==> config.mk <==
export PLATFORM = sky130hd
export DESIGN_NAME = mem_arbiter_flat
export DESIGN_NICKNAME = d
export VERILOG_FILES = /design/src/rtl/mem_arbiter_if.sv /design/src/rtl/mem_arbiter.sv /design/src/flat_wrapper.sv
export SDC_FILE = /design/constraint.sdc
export NUM_CORES = 1
export LEC_CHECK = 0
export ABC_CLOCK_PERIOD_IN_PS = 1600
export CELL_PAD_IN_SITES_DETAIL_PLACEMENT = 1
export CELL_PAD_IN_SITES_GLOBAL_PLACEMENT = 1
export CORE_ASPECT_RATIO = 0.75
export CORE_MARGIN = 2
export CORE_UTILIZATION = 10
export DETAILED_ROUTE_END_ITERATION = 8
export PLACE_DENSITY = 0.76
export RECOVER_POWER = 50
export REMOVE_ABC_BUFFERS = 1
export SLEW_MARGIN = 15
export SYNTH_ARGS = -nofsm -noshare
export SYNTH_HDL_FRONTEND = slang
export SYNTH_SLANG_ARGS = --single-unit
==> constraint.sdc <==
create_clock -name clk -period 1.6 [get_ports clk]
set_clock_uncertainty 0.1 [all_clocks]
set_input_delay 0.32 -clock clk [delete_from_list [all_inputs] [get_ports clk]]
set_output_delay 0.32 -clock clk [all_outputs]
set_load 0.01 [all_outputs]
==> src/rtl/mem_arbiter_if.sv <==
// Bundle of the fetch, load/store and shared-memory channels around mem_arbiter.
// slave is the arbiter's view; master is the requesters' and memory's view.
interface mem_arbiter_if #(
    parameter int ADDR_WIDTH = 32,
    parameter int DATA_WIDTH = 32
);
    // Every channel is valid/ready: a transfer happens on a rising edge where both are 1;
    // the sender holds its fields stable while valid is 1 and ready is 0.
    logic [ADDR_WIDTH-1:0]   inst_req_addr;
    logic                    inst_req_valid;
    logic                    inst_req_ready;
    logic [DATA_WIDTH-1:0]   inst_rdata;
    logic                    inst_rvalid;
    logic                    inst_rready;

    logic [ADDR_WIDTH-1:0]   data_req_addr;
    logic                    data_req_wen;
    logic [DATA_WIDTH-1:0]   data_wdata;
    logic [DATA_WIDTH/8-1:0] data_wstrb;
    logic                    data_req_valid;
    logic                    data_req_ready;
    logic [DATA_WIDTH-1:0]   data_rdata;
    logic                    data_rvalid;
    logic                    data_rready;

    logic [ADDR_WIDTH-1:0]   mem_addr;
    logic                    mem_wen;
    logic [DATA_WIDTH-1:0]   mem_wdata;
    logic [DATA_WIDTH/8-1:0] mem_wstrb;
    logic                    mem_req_valid;
    logic                    mem_req_ready;
    logic [DATA_WIDTH-1:0]   mem_rdata;
    logic                    mem_rvalid;
    logic                    mem_rready;

    modport slave (
        input  inst_req_addr, inst_req_valid, inst_rready,
        output inst_req_ready, inst_rdata, inst_rvalid,
        input  data_req_addr, data_req_wen, data_wdata, data_wstrb, data_req_valid, data_rready,
        output data_req_ready, data_rdata, data_rvalid,
        output mem_addr, mem_wen, mem_wdata, mem_wstrb, mem_req_valid, mem_rready,
        input  mem_req_ready, mem_rdata, mem_rvalid
    );

    modport master (
        output inst_req_addr, inst_req_valid, inst_rready,
        input  inst_req_ready, inst_rdata, inst_rvalid,
        output data_req_addr, data_req_wen, data_wdata, data_wstrb, data_req_valid, data_rready,
        input  data_req_ready, data_rdata, data_rvalid,
        input  mem_addr, mem_wen, mem_wdata, mem_wstrb, mem_req_valid, mem_rready,
        output mem_req_ready, mem_rdata, mem_rvalid
    );
endinterface

==> src/rtl/mem_arbiter.sv <==
// Two-port (fetch / load-store) arbiter onto one memory port, one transaction in flight.
// Define MEM_ARB_RR_EN for round-robin ties; otherwise the data port wins ties.
module mem_arbiter #(
    parameter int ADDR_WIDTH = 32,
    parameter int DATA_WIDTH = 32
) (
    input  logic          clk,
    input  logic          rst,
    mem_arbiter_if.slave  bus,
    output logic [1:0]    dbg_state
);
    localparam int STRB_WIDTH = DATA_WIDTH / 8;

    typedef enum logic [1:0] {
        ST_IDLE = 2'd0,
        ST_REQ  = 2'd1,
        ST_RESP = 2'd2
    } state_e;

    localparam logic OWN_INST = 1'b0;
    localparam logic OWN_DATA = 1'b1;

    state_e state_q, state_d;
    logic   owner_q, owner_d;
    logic   winner;
    logic   owner_rready;
`ifdef MEM_ARB_RR_EN
    logic   last_grant_q, last_grant_d;
`endif

    logic [ADDR_WIDTH-1:0] mem_addr_c;
    logic                  mem_wen_c;
    logic [DATA_WIDTH-1:0] mem_wdata_c;
    logic [STRB_WIDTH-1:0] mem_wstrb_c;
    logic [DATA_WIDTH-1:0] inst_rdata_c;
    logic [DATA_WIDTH-1:0] data_rdata_c;

    always_ff @(posedge clk or posedge rst) begin
        if (rst) begin
            state_q      <= ST_IDLE;
            owner_q      <= OWN_INST;
`ifdef MEM_ARB_RR_EN
            last_grant_q <= OWN_DATA;
`endif
        end else begin
            state_q      <= state_d;
            owner_q      <= owner_d;
`ifdef MEM_ARB_RR_EN
            last_grant_q <= last_grant_d;
`endif
        end
    end

    always_comb begin
        winner = OWN_INST;
        if (bus.inst_req_valid && bus.data_req_valid) begin
`ifdef MEM_ARB_RR_EN
            winner = ~last_grant_q;
`else
            winner = OWN_DATA;
`endif
        end else if (bus.data_req_valid) begin
            winner = OWN_DATA;
        end
    end

    assign owner_rready = (owner_q == OWN_DATA) ? bus.data_rready : bus.inst_rready;

    always_comb begin
        state_d = state_q;
        owner_d = owner_q;
`ifdef MEM_ARB_RR_EN
        last_grant_d = last_grant_q;
`endif
        case (state_q)
            ST_IDLE: begin
                if (bus.inst_req_valid || bus.data_req_valid) begin
                    state_d = ST_REQ;
                    owner_d = winner;
`ifdef MEM_ARB_RR_EN
                    last_grant_d = winner;
`endif
                end
            end
            ST_REQ: begin
                // Stores complete on acceptance; only reads wait for a response beat.
                if (bus.mem_req_ready) begin
                    state_d = (owner_q == OWN_DATA && bus.data_req_wen) ? ST_IDLE : ST_RESP;
                end
            end
            ST_RESP: begin
                if (bus.mem_rvalid && owner_rready) state_d = ST_IDLE;
            end
            default: state_d = ST_IDLE;
        endcase
    end

    always_comb begin
        mem_addr_c         = '0;
        mem_wen_c          = 1'b0;
        mem_wdata_c        = '0;
        mem_wstrb_c        = '0;
        inst_rdata_c       = '0;
        data_rdata_c       = '0;
        bus.mem_req_valid  = 1'b0;
        bus.mem_rready     = 1'b0;
        bus.inst_req_ready = 1'b0;
        bus.data_req_ready = 1'b0;
        bus.inst_rvalid    = 1'b0;
        bus.data_rvalid    = 1'b0;
        case (state_q)
            ST_REQ: begin
                bus.mem_req_valid = 1'b1;
                if (owner_q == OWN_DATA) begin
                    mem_addr_c         = bus.data_req_addr;
                    mem_wen_c          = bus.data_req_wen;
                    mem_wdata_c        = bus.data_wdata;
                    mem_wstrb_c        = bus.data_wstrb;
                    bus.data_req_ready = bus.mem_req_ready;
                end else begin
                    mem_addr_c         = bus.inst_req_addr;
                    bus.inst_req_ready = bus.mem_req_ready;
                end
            end
            ST_RESP: begin
                bus.mem_rready = owner_rready;
                if (owner_q == OWN_DATA) begin
                    bus.data_rvalid = bus.mem_rvalid;
                    data_rdata_c    = bus.mem_rdata;
                end else begin
                    bus.inst_rvalid = bus.mem_rvalid;
                    inst_rdata_c    = bus.mem_rdata;
                end
            end
            default: ;
        endcase
    end

    assign bus.mem_addr   = mem_addr_c;
    assign bus.mem_wen    = mem_wen_c;
    assign bus.mem_wdata  = mem_wdata_c;
    assign bus.mem_wstrb  = mem_wstrb_c;
    assign bus.inst_rdata = inst_rdata_c;
    assign bus.data_rdata = data_rdata_c;
    assign dbg_state      = state_q;
endmodule

==> src/flat_wrapper.sv <==
// flat-port wrapper written by rule: the top's interface ports become plain ports
module mem_arbiter_flat 
#(
    parameter int ADDR_WIDTH = 32,
    parameter int DATA_WIDTH = 32
)
  (clk, rst, dbg_state, bus_inst_req_addr, bus_inst_req_valid, bus_inst_rready, bus_inst_req_ready, bus_inst_rdata, bus_inst_rvalid, bus_data_req_addr, bus_data_req_wen, bus_data_wdata, bus_data_wstrb, bus_data_req_valid, bus_data_rready, bus_data_req_ready, bus_data_rdata, bus_data_rvalid, bus_mem_addr, bus_mem_wen, bus_mem_wdata, bus_mem_wstrb, bus_mem_req_valid, bus_mem_rready, bus_mem_req_ready, bus_mem_rdata, bus_mem_rvalid);
  mem_arbiter_if #(.ADDR_WIDTH(ADDR_WIDTH), .DATA_WIDTH(DATA_WIDTH)) bus_i ();
  input  logic clk;
  input  logic rst;
  output logic [1:0] dbg_state;
  input wire logic [$bits(bus_i.inst_req_addr)-1:0] bus_inst_req_addr;
  input wire logic [$bits(bus_i.inst_req_valid)-1:0] bus_inst_req_valid;
  input wire logic [$bits(bus_i.inst_rready)-1:0] bus_inst_rready;
  output wire logic [$bits(bus_i.inst_req_ready)-1:0] bus_inst_req_ready;
  output wire logic [$bits(bus_i.inst_rdata)-1:0] bus_inst_rdata;
  output wire logic [$bits(bus_i.inst_rvalid)-1:0] bus_inst_rvalid;
  input wire logic [$bits(bus_i.data_req_addr)-1:0] bus_data_req_addr;
  input wire logic [$bits(bus_i.data_req_wen)-1:0] bus_data_req_wen;
  input wire logic [$bits(bus_i.data_wdata)-1:0] bus_data_wdata;
  input wire logic [$bits(bus_i.data_wstrb)-1:0] bus_data_wstrb;
  input wire logic [$bits(bus_i.data_req_valid)-1:0] bus_data_req_valid;
  input wire logic [$bits(bus_i.data_rready)-1:0] bus_data_rready;
  output wire logic [$bits(bus_i.data_req_ready)-1:0] bus_data_req_ready;
  output wire logic [$bits(bus_i.data_rdata)-1:0] bus_data_rdata;
  output wire logic [$bits(bus_i.data_rvalid)-1:0] bus_data_rvalid;
  output wire logic [$bits(bus_i.mem_addr)-1:0] bus_mem_addr;
  output wire logic [$bits(bus_i.mem_wen)-1:0] bus_mem_wen;
  output wire logic [$bits(bus_i.mem_wdata)-1:0] bus_mem_wdata;
  output wire logic [$bits(bus_i.mem_wstrb)-1:0] bus_mem_wstrb;
  output wire logic [$bits(bus_i.mem_req_valid)-1:0] bus_mem_req_valid;
  output wire logic [$bits(bus_i.mem_rready)-1:0] bus_mem_rready;
  input wire logic [$bits(bus_i.mem_req_ready)-1:0] bus_mem_req_ready;
  input wire logic [$bits(bus_i.mem_rdata)-1:0] bus_mem_rdata;
  input wire logic [$bits(bus_i.mem_rvalid)-1:0] bus_mem_rvalid;
  assign bus_i.inst_req_addr = bus_inst_req_addr;
  assign bus_i.inst_req_valid = bus_inst_req_valid;
  assign bus_i.inst_rready = bus_inst_rready;
  assign bus_inst_req_ready = bus_i.inst_req_ready;
  assign bus_inst_rdata = bus_i.inst_rdata;
  assign bus_inst_rvalid = bus_i.inst_rvalid;
  assign bus_i.data_req_addr = bus_data_req_addr;
  assign bus_i.data_req_wen = bus_data_req_wen;
  assign bus_i.data_wdata = bus_data_wdata;
  assign bus_i.data_wstrb = bus_data_wstrb;
  assign bus_i.data_req_valid = bus_data_req_valid;
  assign bus_i.data_rready = bus_data_rready;
  assign bus_data_req_ready = bus_i.data_req_ready;
  assign bus_data_rdata = bus_i.data_rdata;
  assign bus_data_rvalid = bus_i.data_rvalid;
  assign bus_mem_addr = bus_i.mem_addr;
  assign bus_mem_wen = bus_i.mem_wen;
  assign bus_mem_wdata = bus_i.mem_wdata;
  assign bus_mem_wstrb = bus_i.mem_wstrb;
  assign bus_mem_req_valid = bus_i.mem_req_valid;
  assign bus_mem_rready = bus_i.mem_rready;
  assign bus_i.mem_req_ready = bus_mem_req_ready;
  assign bus_i.mem_rdata = bus_mem_rdata;
  assign bus_i.mem_rvalid = bus_mem_rvalid;
  mem_arbiter #(.ADDR_WIDTH(ADDR_WIDTH), .DATA_WIDTH(DATA_WIDTH)) u_core (.clk(clk), .rst(rst), .bus(bus_i), .dbg_state(dbg_state));
endmodule
==> reports/results.ini <==
[clocking]
cts_buffer_depth = 2
clk_pin_slew_ns = 0.03
cts-root-buf = clkbuf_16
cts_made_buffers = 3
clock_latency_ns = 0.23
htreeDepth = 1
clock_sinks = 3
cts_tree = built

[timing]
fin_ws_ns = -0.375
slew_headroom = 0.770
max_freq_mhz = 506
slew_violations = 0
rsz0062_at_grt = true
finalSetupViolCount = 139
hold_viol_final = 0
worst_slew_pin_slew_ns = 0.343
fin_crit_sh = 1.23
hold_ws_ns = 0.325
min_period_ns = 1.98

[final_layout]
antennaDiodeCount = 0
stdcell_count = 718
nNetsFinal = 685
stdcell_area_um2 = 5440
syn_to_final_growth_pct = 278
finish.utilization = 0.392
drive_gt1_frac = 0.532
fill_cells = 1604

[power]
power_mw = 7.77
ir_worst_vdd_v = 0.000469
p_leak_nw = 2.66
p_per_area_nw_per_um2 = 1430

[worst_setup_path]
crit_path_end_kind = output port
crit_fanout = 4
arrival_ns = 1.56
crit_type = flip-flop to output port
cp-start-kind = flip-flop
cp.required_ns = 1.18

[synth]
syn-cell-area_um2 = 1440
synth_top_area_frac = 0.286
synthDistinctLibCells = 23
seq_area_frac_synth = 0.0521
avgSynthCellArea_um2 = 6.80
yosysWarnings = 0
post-synth-top-count-cell = and2_1
synth_top_area_cell = and2_1
async_reset_ff_frac = 1.00
ys_ff_latch = 3
synth_ff_type = dfrtp_1
synthTopCellsByArea = and2_1, mux2i_1, and3_1
synth_edf_count = 0
syn_inst = 212
ys_top_cells_by_count = and2_1, and3_1, nor2_1

[floorplanning]
die_y_um = 108
coreArea_um2 = 13900
initial_core_util = 0.104
ios = 282
die_w_um = 143
rows = 37
die-area_um2 = 15400

[route]
avgViaCountPerCell = 4.02
ant_nets = 0
vias = 2885
dr.pass1.iters = 4
wl_um = 13600
drc = 0
first_iter_violations = 66
routedWlPerCell_um = 19.0

[global_route]
grt_pass1_wl_um = 17200
grt_overflow = 0
grt_max_degree = 36
grt_use_total = 0.145
grt_antenna_before_repair = 0
grt_pass1_vias = 2979

[place]
dp_cells = 661
place_area_um2 = 4470
gp_congestion = 0.765
dp.final_hpwl_um = 8590
port_buffers = 281

[run]
cap_violations = 0

[status]
status = finished with violations
violations = setup timing

[min_path]
hold_path_class = primary input to async pin

[final timing paths]
check / start / endpoint / slack [ns] / cells past startpoint
hold / removal: rst / u_core.owner_q$_DFFE_PP0P_ / 0.32 / 2
min in group clk: u_core.dbg_state[1]$_DFFE_PP0P_ / u_core.dbg_state[0]$_DFFE_PP0P_ / 0.62 / 3
setup reg to reg: u_core.owner_q$_DFFE_PP0P_ / u_core.dbg_state[1]$_DFFE_PP0P_ / 0.09 / 6
setup / recovery: u_core.dbg_state[0]$_DFFE_PP0P_ / bus_data_rdata[11] / -0.38 / 7
hold reg to reg: u_core.dbg_state[1]$_DFFE_PP0P_ / u_core.dbg_state[0]$_DFFE_PP0P_ / 0.62 / 3
max in group asynchronous: rst / u_core.dbg_state[0]$_DFFE_PP0P_ / 0.91 / 2
[logic make-up after synthesis]
| kind of cell | count (synthesis) | synth area share |
|---|---|---|
| AO/OA/AOI/OAI | 3 | 0.0156 |
| buffers and inverters | 25 | 0.116 |
| flip-flops | 3 | 0.0521 |
| multiplexers | 33 | 0.229 |
| AND/OR/NAND/NOR | 148 | 0.587 |
[layer usage]
metal / wire [µm] / up-vias / track usage
li1: - / 1368 / -
met1: 5300 / 1373 / 0.172
met2: 7300 / 138 / 0.281
met3: 945 / 6 / 0.0292
met4: 71 / 0 / 0.0113
met5: 0 / - / 0
[cell usage in the layout (no fill, tap or decap), drive strengths merged]
cell,count
buf,184
nor2,36
clkdlybuf4s15,9
dfrtp,3
a211oi,1
inv,5
clkinv,2
nand3,1
dlygate4sd3,1
a22o,1
nand2b,2
o22ai,1
clkdlybuf4s50,139
nor3,1
nand2,2
clkbuf,16
and2,66
and3,39
mux2i,33
nor2b,1
[critical path, cell delays in order, from the launching register on]
cell      delay (ns)
dfrtp_2         0.41
nand2b_4        0.18
nor2_4          0.14
buf_6           0.15
buf_16          0.12
buf_12          0.10
and2_4          0.14
buf_6           0.09
[stage by stage]
stage	worst slack [ns]	setup TNS [ns]
global route	-0.420	-42.04
finish	-0.375	-35.71
global placement	-0.399	-49.48
detailed placement	-0.471	-55.62
floorplan	-1.46	-150.18
CTS	-0.459	-41.43
[where the power goes]
group | total [mW] | internal [mW] | switching, mW
clock network | 0.408 | 0.330 | 0.0786
logic | 7.19 | 4.07 | 3.12
registers | 0.170 | 0.120 | 0.0506
[flip-flops by register name, summed over array words and instances, names as in the netlist]
name,count
u_core.dbg_state,2
u_core.owner_q,1
[what timing repair did]
item	CTS	global route
pin swaps	17	11
gates cloned	10	8
buffers inserted	23	16
hold buffers	0	0
setup endpoints to repair	141	140
resized for setup	582	158
[cell type report]
cell class | instances | area, µm² | area share
multi-input cells | 184 | 1510 | 0.278
flip-flops and latches | 3 | 77.6 | 0.0143
inverters | 3 | 23.8 | 0.00437
clock buffers | 4 | 78.8 | 0.0145
repair buffers | 345 | 3480 | 0.640
well taps | 175 | 219 | 0.0402
repair inverters | 4 | 47.5 | 0.00874
(Power assumes the default switching activity.)
